--- src/rtl/phase_arbiter.sv ---
// phase_arbiter
// Round-robin, actuated phase scheduler for one intersection with four
// competing approaches (0 main, 1 secondary, 2 pedestrian, 3 turn arrow).
// Requests are latched into pending. The shared right-of-way is granted to one
// approach at a time. Every grant is followed by yellow and then an all-red
// clearance. Timing is counted in ticks of an internal free-running divider.
//
// Ports
//   clk        in   1  system clock
//   reset      in   1  asynchronous, active-high reset
//   req        in   4  level requests per approach, synchronous to clk
//   green      out  4  green grant, one-hot or zero
//   yellow     out  4  yellow for the approach being cleared, one-hot or zero
//   all_red    out  1  high while in the all-red state
//   pending    out  4  latched, unserved requests
//   phase_idx  out  2  index of approach last/currently granted
//   tick       out  1  one-cycle strobe every FPGAFREQ cycles
module phase_arbiter #(
    parameter int FPGAFREQ    = 50_000_000,
    parameter int T_GREEN_MIN = 5,
    parameter int T_GREEN_MAX = 20,
    parameter int T_YELLOW    = 3,
    parameter int T_ALLRED    = 2
) (
    input  logic       clk,
    input  logic       reset,
    input  logic [3:0] req,
    output logic [3:0] green,
    output logic [3:0] yellow,
    output logic       all_red,
    output logic [3:0] pending,
    output logic [1:0] phase_idx,
    output logic       tick
);

    localparam int SEC_MAX = (T_YELLOW > T_ALLRED) ? T_YELLOW : T_ALLRED;
    localparam int SW      = $clog2(SEC_MAX + 1);
    localparam int EW      = $clog2(T_GREEN_MAX + 1);
    localparam int EW1     = EW + 1;
    localparam int DW      = (FPGAFREQ > 1) ? $clog2(FPGAFREQ) : 1;

    localparam logic [DW-1:0] DIV_LAST    = DW'(FPGAFREQ - 1);
    localparam logic [SW-1:0] YELLOW_LOAD = SW'(T_YELLOW - 1);
    localparam logic [SW-1:0] ALLRED_LOAD = SW'(T_ALLRED - 1);
    localparam logic [EW-1:0] ELAPSED_MAX = EW'(T_GREEN_MAX);
    localparam logic [EW:0]   E_MIN       = EW1'(T_GREEN_MIN);
    localparam logic [EW:0]   E_MAX       = EW1'(T_GREEN_MAX);

    localparam logic [1:0] S_ALLRED = 2'd0;
    localparam logic [1:0] S_GREEN  = 2'd1;
    localparam logic [1:0] S_YELLOW = 2'd2;

    logic [1:0]    state;
    logic [SW-1:0] sec_cnt;
    logic [EW-1:0] elapsed;
    logic [DW-1:0] div;
    logic [DW-1:0] div_next;

    logic [1:0]    pick;
    logic [1:0]    cand;
    logic          pick_valid;
    logic          grant;
    logic [3:0]    grant_mask;
    logic [3:0]    own_mask;
    logic          competing;
    logic [EW:0]   e_next;
    logic [EW-1:0] elapsed_sat;
    logic          green_exit;

    // Divider wraps at FPGAFREQ-1. tick is registered from the next divider
    // value so that it is high exactly during the cycle where div is at its
    // last count.
    always_comb begin
        div_next = (div == DIV_LAST) ? '0 : div + 1'b1;
    end

    always_ff @(posedge clk or posedge reset) begin
        if (reset) begin
            div  <= '0;
            tick <= 1'b0;
        end else begin
            div  <= div_next;
            tick <= (div_next == DIV_LAST);
        end
    end

    // Round-robin search: the loop runs from the farthest candidate down to the
    // nearest, so the nearest set bit after phase_idx is the last one written.
    // The fourth candidate wraps back to phase_idx itself.
    always_comb begin
        pick       = phase_idx;
        pick_valid = 1'b0;
        cand       = '0;
        for (int k = 4; k >= 1; k--) begin
            cand = phase_idx + 2'(k);
            if (pending[cand]) begin
                pick       = cand;
                pick_valid = 1'b1;
            end
        end
    end

    // Green exit decision. e_next is one bit wider than elapsed so that the
    // comparison against the maximum still works after elapsed has saturated.
    always_comb begin
        grant       = tick && (state == S_ALLRED) && (sec_cnt == '0) && pick_valid;
        grant_mask  = grant ? (4'b0001 << pick) : 4'b0000;
        own_mask    = 4'b0001 << phase_idx;
        competing   = |(pending & ~own_mask);
        e_next      = {1'b0, elapsed} + 1'b1;
        elapsed_sat = (elapsed == ELAPSED_MAX) ? elapsed : elapsed + 1'b1;
        green_exit  = (e_next >= E_MIN) && competing &&
                      (!req[phase_idx] || (e_next >= E_MAX));
    end

    // Pending latch. The approach currently holding green cannot re-request.
    // The clear on grant wins over a set in the same cycle.
    always_ff @(posedge clk or posedge reset) begin
        if (reset) begin
            pending <= 4'b0000;
        end else begin
            pending <= (pending | (req & ~green)) & ~grant_mask;
        end
    end

    // Phase sequencer ALLRED -> GREEN -> YELLOW -> ALLRED. It advances only
    // on tick cycles, so every state lasts a whole number of ticks. When
    // nothing is pending, all-red idles with sec_cnt held at zero.
    always_ff @(posedge clk or posedge reset) begin
        if (reset) begin
            state     <= S_ALLRED;
            sec_cnt   <= ALLRED_LOAD;
            elapsed   <= '0;
            green     <= 4'b0000;
            yellow    <= 4'b0000;
            all_red   <= 1'b1;
            phase_idx <= 2'd3;
        end else if (tick) begin
            case (state)
                S_ALLRED: begin
                    if (sec_cnt != '0) begin
                        sec_cnt <= sec_cnt - 1'b1;
                    end else if (pick_valid) begin
                        state     <= S_GREEN;
                        phase_idx <= pick;
                        green     <= 4'b0001 << pick;
                        all_red   <= 1'b0;
                        elapsed   <= '0;
                    end
                end
                S_GREEN: begin
                    elapsed <= elapsed_sat;
                    if (green_exit) begin
                        state   <= S_YELLOW;
                        yellow  <= green;
                        green   <= 4'b0000;
                        sec_cnt <= YELLOW_LOAD;
                    end
                end
                S_YELLOW: begin
                    if (sec_cnt == '0) begin
                        state   <= S_ALLRED;
                        yellow  <= 4'b0000;
                        all_red <= 1'b1;
                        sec_cnt <= ALLRED_LOAD;
                    end else begin
                        sec_cnt <= sec_cnt - 1'b1;
                    end
                end
                default: begin
                    state   <= S_ALLRED;
                    green   <= 4'b0000;
                    yellow  <= 4'b0000;
                    all_red <= 1'b1;
                    sec_cnt <= ALLRED_LOAD;
                end
            endcase
        end
    end

endmodule

--- config.mk ---
export PLATFORM = sky130hd
export DESIGN_NAME = phase_arbiter
export DESIGN_NICKNAME = d
export VERILOG_FILES = /design/src/rtl/phase_arbiter.sv
export SDC_FILE = /design/constraint.sdc
export NUM_CORES = 1
export LEC_CHECK = 0
export CORE_UTILIZATION = 40
export CTS_BUF_LIST = sky130_fd_sc_hd__clkbuf_8
export DETAILED_ROUTE_END_ITERATION = 7
export PLACE_DENSITY = 0.56
export SLEW_MARGIN = 10
export SYNTH_ARGS = -nofsm -noshare
export SYNTH_HDL_FRONTEND = slang
export SYNTH_SLANG_ARGS = --single-unit
--- constraint.sdc ---
create_clock -name clk -period 2.64 [get_ports clk]
set_input_delay 0.264 -clock clk [delete_from_list [all_inputs] [get_ports clk]]
set_output_delay 0.264 -clock clk [all_outputs]
set_load 0.01 [all_outputs]
Word level (Yosys, flattened, before mapping)
Index checks and enable logic that the tools add are counted.
{"block": "classes", "n_addsub": 7, "multipliers": 0, "div_mod_pow": 0, "magnitude_cmp": 6, "n_eq_ne": 11, "shift": 2, "mux": 42, "n_bitwise": 11, "n_reduce_logical": 19}
{"op": "26-bit equality test, second input constant", "count": 2}
{"op": "26-bit by 1-bit adder with 26-bit output, second input constant", "count": 1}
{"op": "26-bit two-way mux", "count": 1}
{"op": "4-bit two-way mux", "count": 6}
{"op": "4-bit case mux with 3 select lines", "count": 2}
{"op": "5-bit AND reduction", "count": 4}
{"op": "2-bit two-way mux", "count": 9}
{"op": "5-bit two-way mux", "count": 3}
{"op": "4-bit bitwise AND", "count": 3}
{"op": "2-bit by 3-bit < comparator with 1-bit output, second input constant", "count": 4}
{"op": "1-bit two-way mux", "count": 12}
{"op": "4-bit NOT", "count": 3}
{"op": "2-bit case mux with 3 select lines", "count": 2}
{"op": "1-bit binary-select mux with 2-bit select", "count": 5}
{"op": "2-bit != test, second input constant", "count": 5}
{"op": "5-bit case mux with 2 select lines", "count": 1}
{"op": "4-bit AND reduction", "count": 2}
{"op": "1-bit by 2-bit left shift with 4-bit output, first input constant", "count": 2}
{"op": "5-bit by 1-bit adder with 6-bit output, second input constant", "count": 1}
{"op": "6-bit by 3-bit >= comparator with 1-bit output, second input constant", "count": 1}
{"op": "6-bit by 5-bit >= comparator with 1-bit output, second input constant", "count": 1}
{"op": "5-bit by 1-bit adder with 5-bit output, second input constant", "count": 1}
{"op": "5-bit equality test, second input constant", "count": 1}
{"op": "1-bit logical AND", "count": 5}
{"op": "15 further kinds", "count": 21}
{"block": "word_totals", "register_bits": 51, "latchBits": 0, "ramBits": 0, "rom_bits": 0, "elab_cells": 108, "mem_count": 0}

Depth between registers and ports, before layout
{"block": "depth", "depth_word": 10, "ltp_mapped": 11}

Worst setup path before layout
OpenSTA, ideal clock, no wires.
{"block": "synth_timing", "path_type": "register -> register", "startpoint": "register phase_idx[1]", "endpoint": "register green[1]", "setup_time_ns": 0.118, "t_arrival_ns": 2.322, "path_slack_ns": 0.200, "stages_incl_launch_ff": 10, "period_less_slack_ns": 2.440, "path_cell_list": "dfstp_2 > clkbuf_1 > inv_1 > ha_1 > clkbuf_1 > mux2_2 > a21oi_1 > o21ai_0 > nor2b_1 > a21o_1"}
{"block": "synth_between", "elab_chain_len": 10}
{"element": "from (decl)", "line_no": "32", "source": "output logic [1:0] phase_idx,"}
{"element": "from (signal assigned)", "line_no": "145", "source": "phase_idx <= pick;"}
{"element": "2-bit adder", "line_no": "95", "source": "cand = phase_idx + 2'(k);"}
{"element": "1-bit binary-select mux with 2-bit select", "line_no": "96", "source": "if (pending[cand]) begin"}
{"element": "1-bit two-way mux (implied by the code)", "line_no": "96"}
{"element": "2-bit two-way mux (3 in a row)", "line_no": "96"}
{"element": "1-bit by 2-bit left shift with 4-bit output", "line_no": "146", "source": "green <= 4'b0001 << pick;"}
{"element": "4-bit two-way mux", "line_no": "143", "source": "end else if (pick_valid) begin"}
{"element": "4-bit two-way mux", "line_no": "141", "source": "if (sec_cnt != '0) begin"}
{"element": "4-bit case mux with 3 select lines", "line_no": "139", "source": "case (state)"}
{"element": "to (signal assigned)", "line_no": "146"}
{"element": "to (decl)", "line_no": "28", "source": "output logic [3:0] green,"}
Several ways; a longest one is shown, not always the timed one. The select of a mux whose other input is x is not followed.
A chain may end at the register's enable or synchronous reset.

Worst setup path in the final report
{"block": "layout_timing", "startpoint": "register phase_idx[0]", "endpoint": "register green[0]"}
The elaborated chain is that of the path after synthesis.

==> flow_metrics.env <==
export IMPL_drtAntennaViolNets=0
export IMPL_dieArea_um2=8043
export IMPL_first_pass_iters=4
export IMPL_cts_tree="built"
export IMPL_htree_levels=2
export IMPL_ys_top_cells_by_area="dfrtp_1 38%, nor2_1 4.5%, xnor2_1 3.7%"
export IMPL_finalWirelength_um=6738
export IMPL_ys_ff_latch=51
export IMPL_ys_warnings_count=0
export IMPL_io_buffers=21
export IMPL_grt_util_all_layers_pct=18.15
export IMPL_synth_most_common_cell="dfrtp_1"
export IMPL_cts_setup_buffers=0
export IMPL_core_um2=7331
export IMPL_fin_skew_ps=14.43
export IMPL_yosys_area_top_type_share_pct=38.24
export IMPL_post_synth_top_area_cell="dfrtp_1"
export IMPL_dieHeight_um=89.69
export IMPL_irDropWorstVdd_v=0.0001756
export IMPL_cts_made_buffers=5
export IMPL_cp_required_ps=2860
export IMPL_gr_total_overflow=0
export IMPL_fin_crit_ps=2480
export IMPL_seq_area_frac_synth_pct=41.66
export IMPL_synth_edf_count=0
export IMPL_r2r_cells=7
export IMPL_dp_final_hpwl_um=4968
export IMPL_arrival_ps=2700
export IMPL_antenna_found_initial=0
export IMPL_grt_max_degree=26
export IMPL_diodes=0
export IMPL_relSlewSlack_pct=64.82
export IMPL_place_gp_congestion=0.8233
export IMPL_clk_latency_ps=310
export IMPL_io_pins=22
export IMPL_synth_async_reset_ratio_pct=100.0
export IMPL_grt_pass1_vias=2411
export IMPL_finalHoldViolCount=0
export IMPL_cp_end_kind="flop"
export IMPL_slew_viol_final=0
export IMPL_die_w_um=89.69
export IMPL_timing_final_ws_setup_ps=159.5
export IMPL_status="complete, no violations"
export IMPL_synthesis_area_um2=3075
export IMPL_clock_sinks=51
export IMPL_dr_total_vias=2513
export IMPL_synth_main_ff_cell="dfrtp_1"
export IMPL_worst_slew_pin_slew_ps=526.9
export IMPL_start_util_pct=41.95
export IMPL_syn_nets=353
export IMPL_drv_cap=0
export IMPL_synthCells=338
export IMPL_drive_above_1_share_pct=10.28
export IMPL_cts_buffer_depth=2
export IMPL_drc=0
export IMPL_rows=31
export IMPL_path_clk_slew_ps=110
export IMPL_path_class="reg2reg"
export IMPL_power_density_nw_per_um2=366.7
export IMPL_synth_commonest_cells="47 x dfrtp_1, 37 x nor2_1, 28 x nand2_1"
export IMPL_routed_via_density=5.475
export IMPL_finalSetupViolCount=0
export IMPL_critPathMaxFanout=9
export IMPL_fin_nets=374
export IMPL_grt_pass1_wl_um=11410
export IMPL_wl_per_cell_um=14.68
export IMPL_first_iter_violations=106
export IMPL_finalSetupTns_ps=0
export IMPL_power_leakage_nw=1.455
export IMPL_period_share_pct=93.96
export IMPL_hold_path_class="in2async"
export IMPL_synth_cell_types=61
export IMPL_place_ws_ps=136.1
export IMPL_final_fill_count=710
export IMPL_startpoint_type="flop"
export IMPL_postSynthAreaPerCell_um2=9.099
export IMPL_syn2layout_area_growth_pct=13.38
export IMPL_rsz0062_at_grt="no"
export IMPL_clock_root_buffer="clkbuf_8"
export IMPL_maxClockFrequency_ghz=0.4031
repair_timing:
action / CTS / global route
resized for setup: 0 / 1
setup endpoints to repair: 0 / 1
hold buffers: 0 / 0
per-layer routing:
metal | wire, um | global-route usage, %
met5 | 0 | 0
met4 | 130 | 6.205
met3 | 146 | 2.559
met2 | 3190 | 31.06
met1 | 3270 | 23.56
through the flow:
stage / hold WS, ps / power [mW] / cells / area, um2 / util (%)
after global placement: 491.2 / 0.8263 / 451 / 3395 / 46.30
after floorplan: 412.0 / 0.8103 / 338 / 3075 / -
after CTS: 308.8 / 1.299 / 459 / 3487 / 47.57
after detailed placement: 489.6 / 0.8269 / 451 / 3395 / 46.30
final: 297.6 / 1.279 / 459 / 3487 / 47.57
after global routing: 340.8 / 1.330 / 459 / 3487 / 47.57
layout by cell type, fill, tap and decap left out, types with 3 or more instances in the layout:
cell and count:
and4_1 4, buf_4 5, o21a_1 4, dfstp_2 4
nor2_1 37, xor2_1 9, nand2b_1 9, o2111ai_1 3
clkbuf_8 5, ha_1 9, nor2b_1 3, dfrtp_1 47
a21o_1 5, clkdlybuf4s50_1 21, and3_1 5, nor3_1 9
nand2_1 28, or3_1 3, xnor2_1 13, nand4_1 11
a22o_1 4, o22ai_1 4, inv_1 16, a21oi_1 20
nor4_2 4, nand3_1 18, o21ai_0 13
area by class of cell:
class	count	area, um2	share of cell area (%)
sequential	51	1281	36.74
timing repair buffer	26	247.7	7.104
inverter	17	63.81	1.830
tap	99	123.9	3.552
multi-input combinational	258	1678	48.12
clock inverter	3	23.77	0.6817
clock buffer	5	68.82	1.973
worst max-delay path, cell delays in order, from the launching register on:
cell and delay (ps):
dfstp_2 650, mux4_2 590, a221oi_2 250, nor3_1 90
o311ai_2 250, and2_2 270, o21ai_2 100, a21o_1 180
cell families after synthesis:
| group | Yosys count | synth area share (%) |
|---|---|---|
| xor+xnor | 22 | 6.265 |
| buf+inv | 29 | 3.784 |
| compound gates | 69 | 15.30 |
| flops | 51 | 41.66 |
| simple gates | 153 | 27.22 |
| mux | 5 | 2.115 |
| fa+ha+maj | 9 | 3.662 |
final timing paths:
check,start,to,slack [ps]
worst max-delay path,phase_idx[0]$_DFFE_PP1P_,green[0]$_DFFE_PP0P_,160
worst min-delay path,reset,div[20]$_DFF_PP0_,300
worst max register to register,phase_idx[0]$_DFFE_PP1P_,green[0]$_DFFE_PP0P_,160
worst min register to register,div[0]$_DFF_PP0_,div[0]$_DFF_PP0_,510
max in group asynchronous,reset,all_red$_DFFE_PP1P_,1680
min in group clk,div[0]$_DFF_PP0_,div[0]$_DFF_PP0_,510
where the power goes:
part	internal, mW	switching [mW]	leakage, nW
sequential	0.781	0.000000000000000518	0.653
clock	0.190	0.278	0.0408
combinational	0.0102	0.0192	0.761
sequential cells by signal (all words and copies together) (netlist names):
register	cells
tick	1
div	26
pending	4
all_red	1
elapsed	5
phase_idx	2
sec_cnt	2
yellow	4
state	2
green	4
Note: power is estimated with default switching activity, not from simulation.
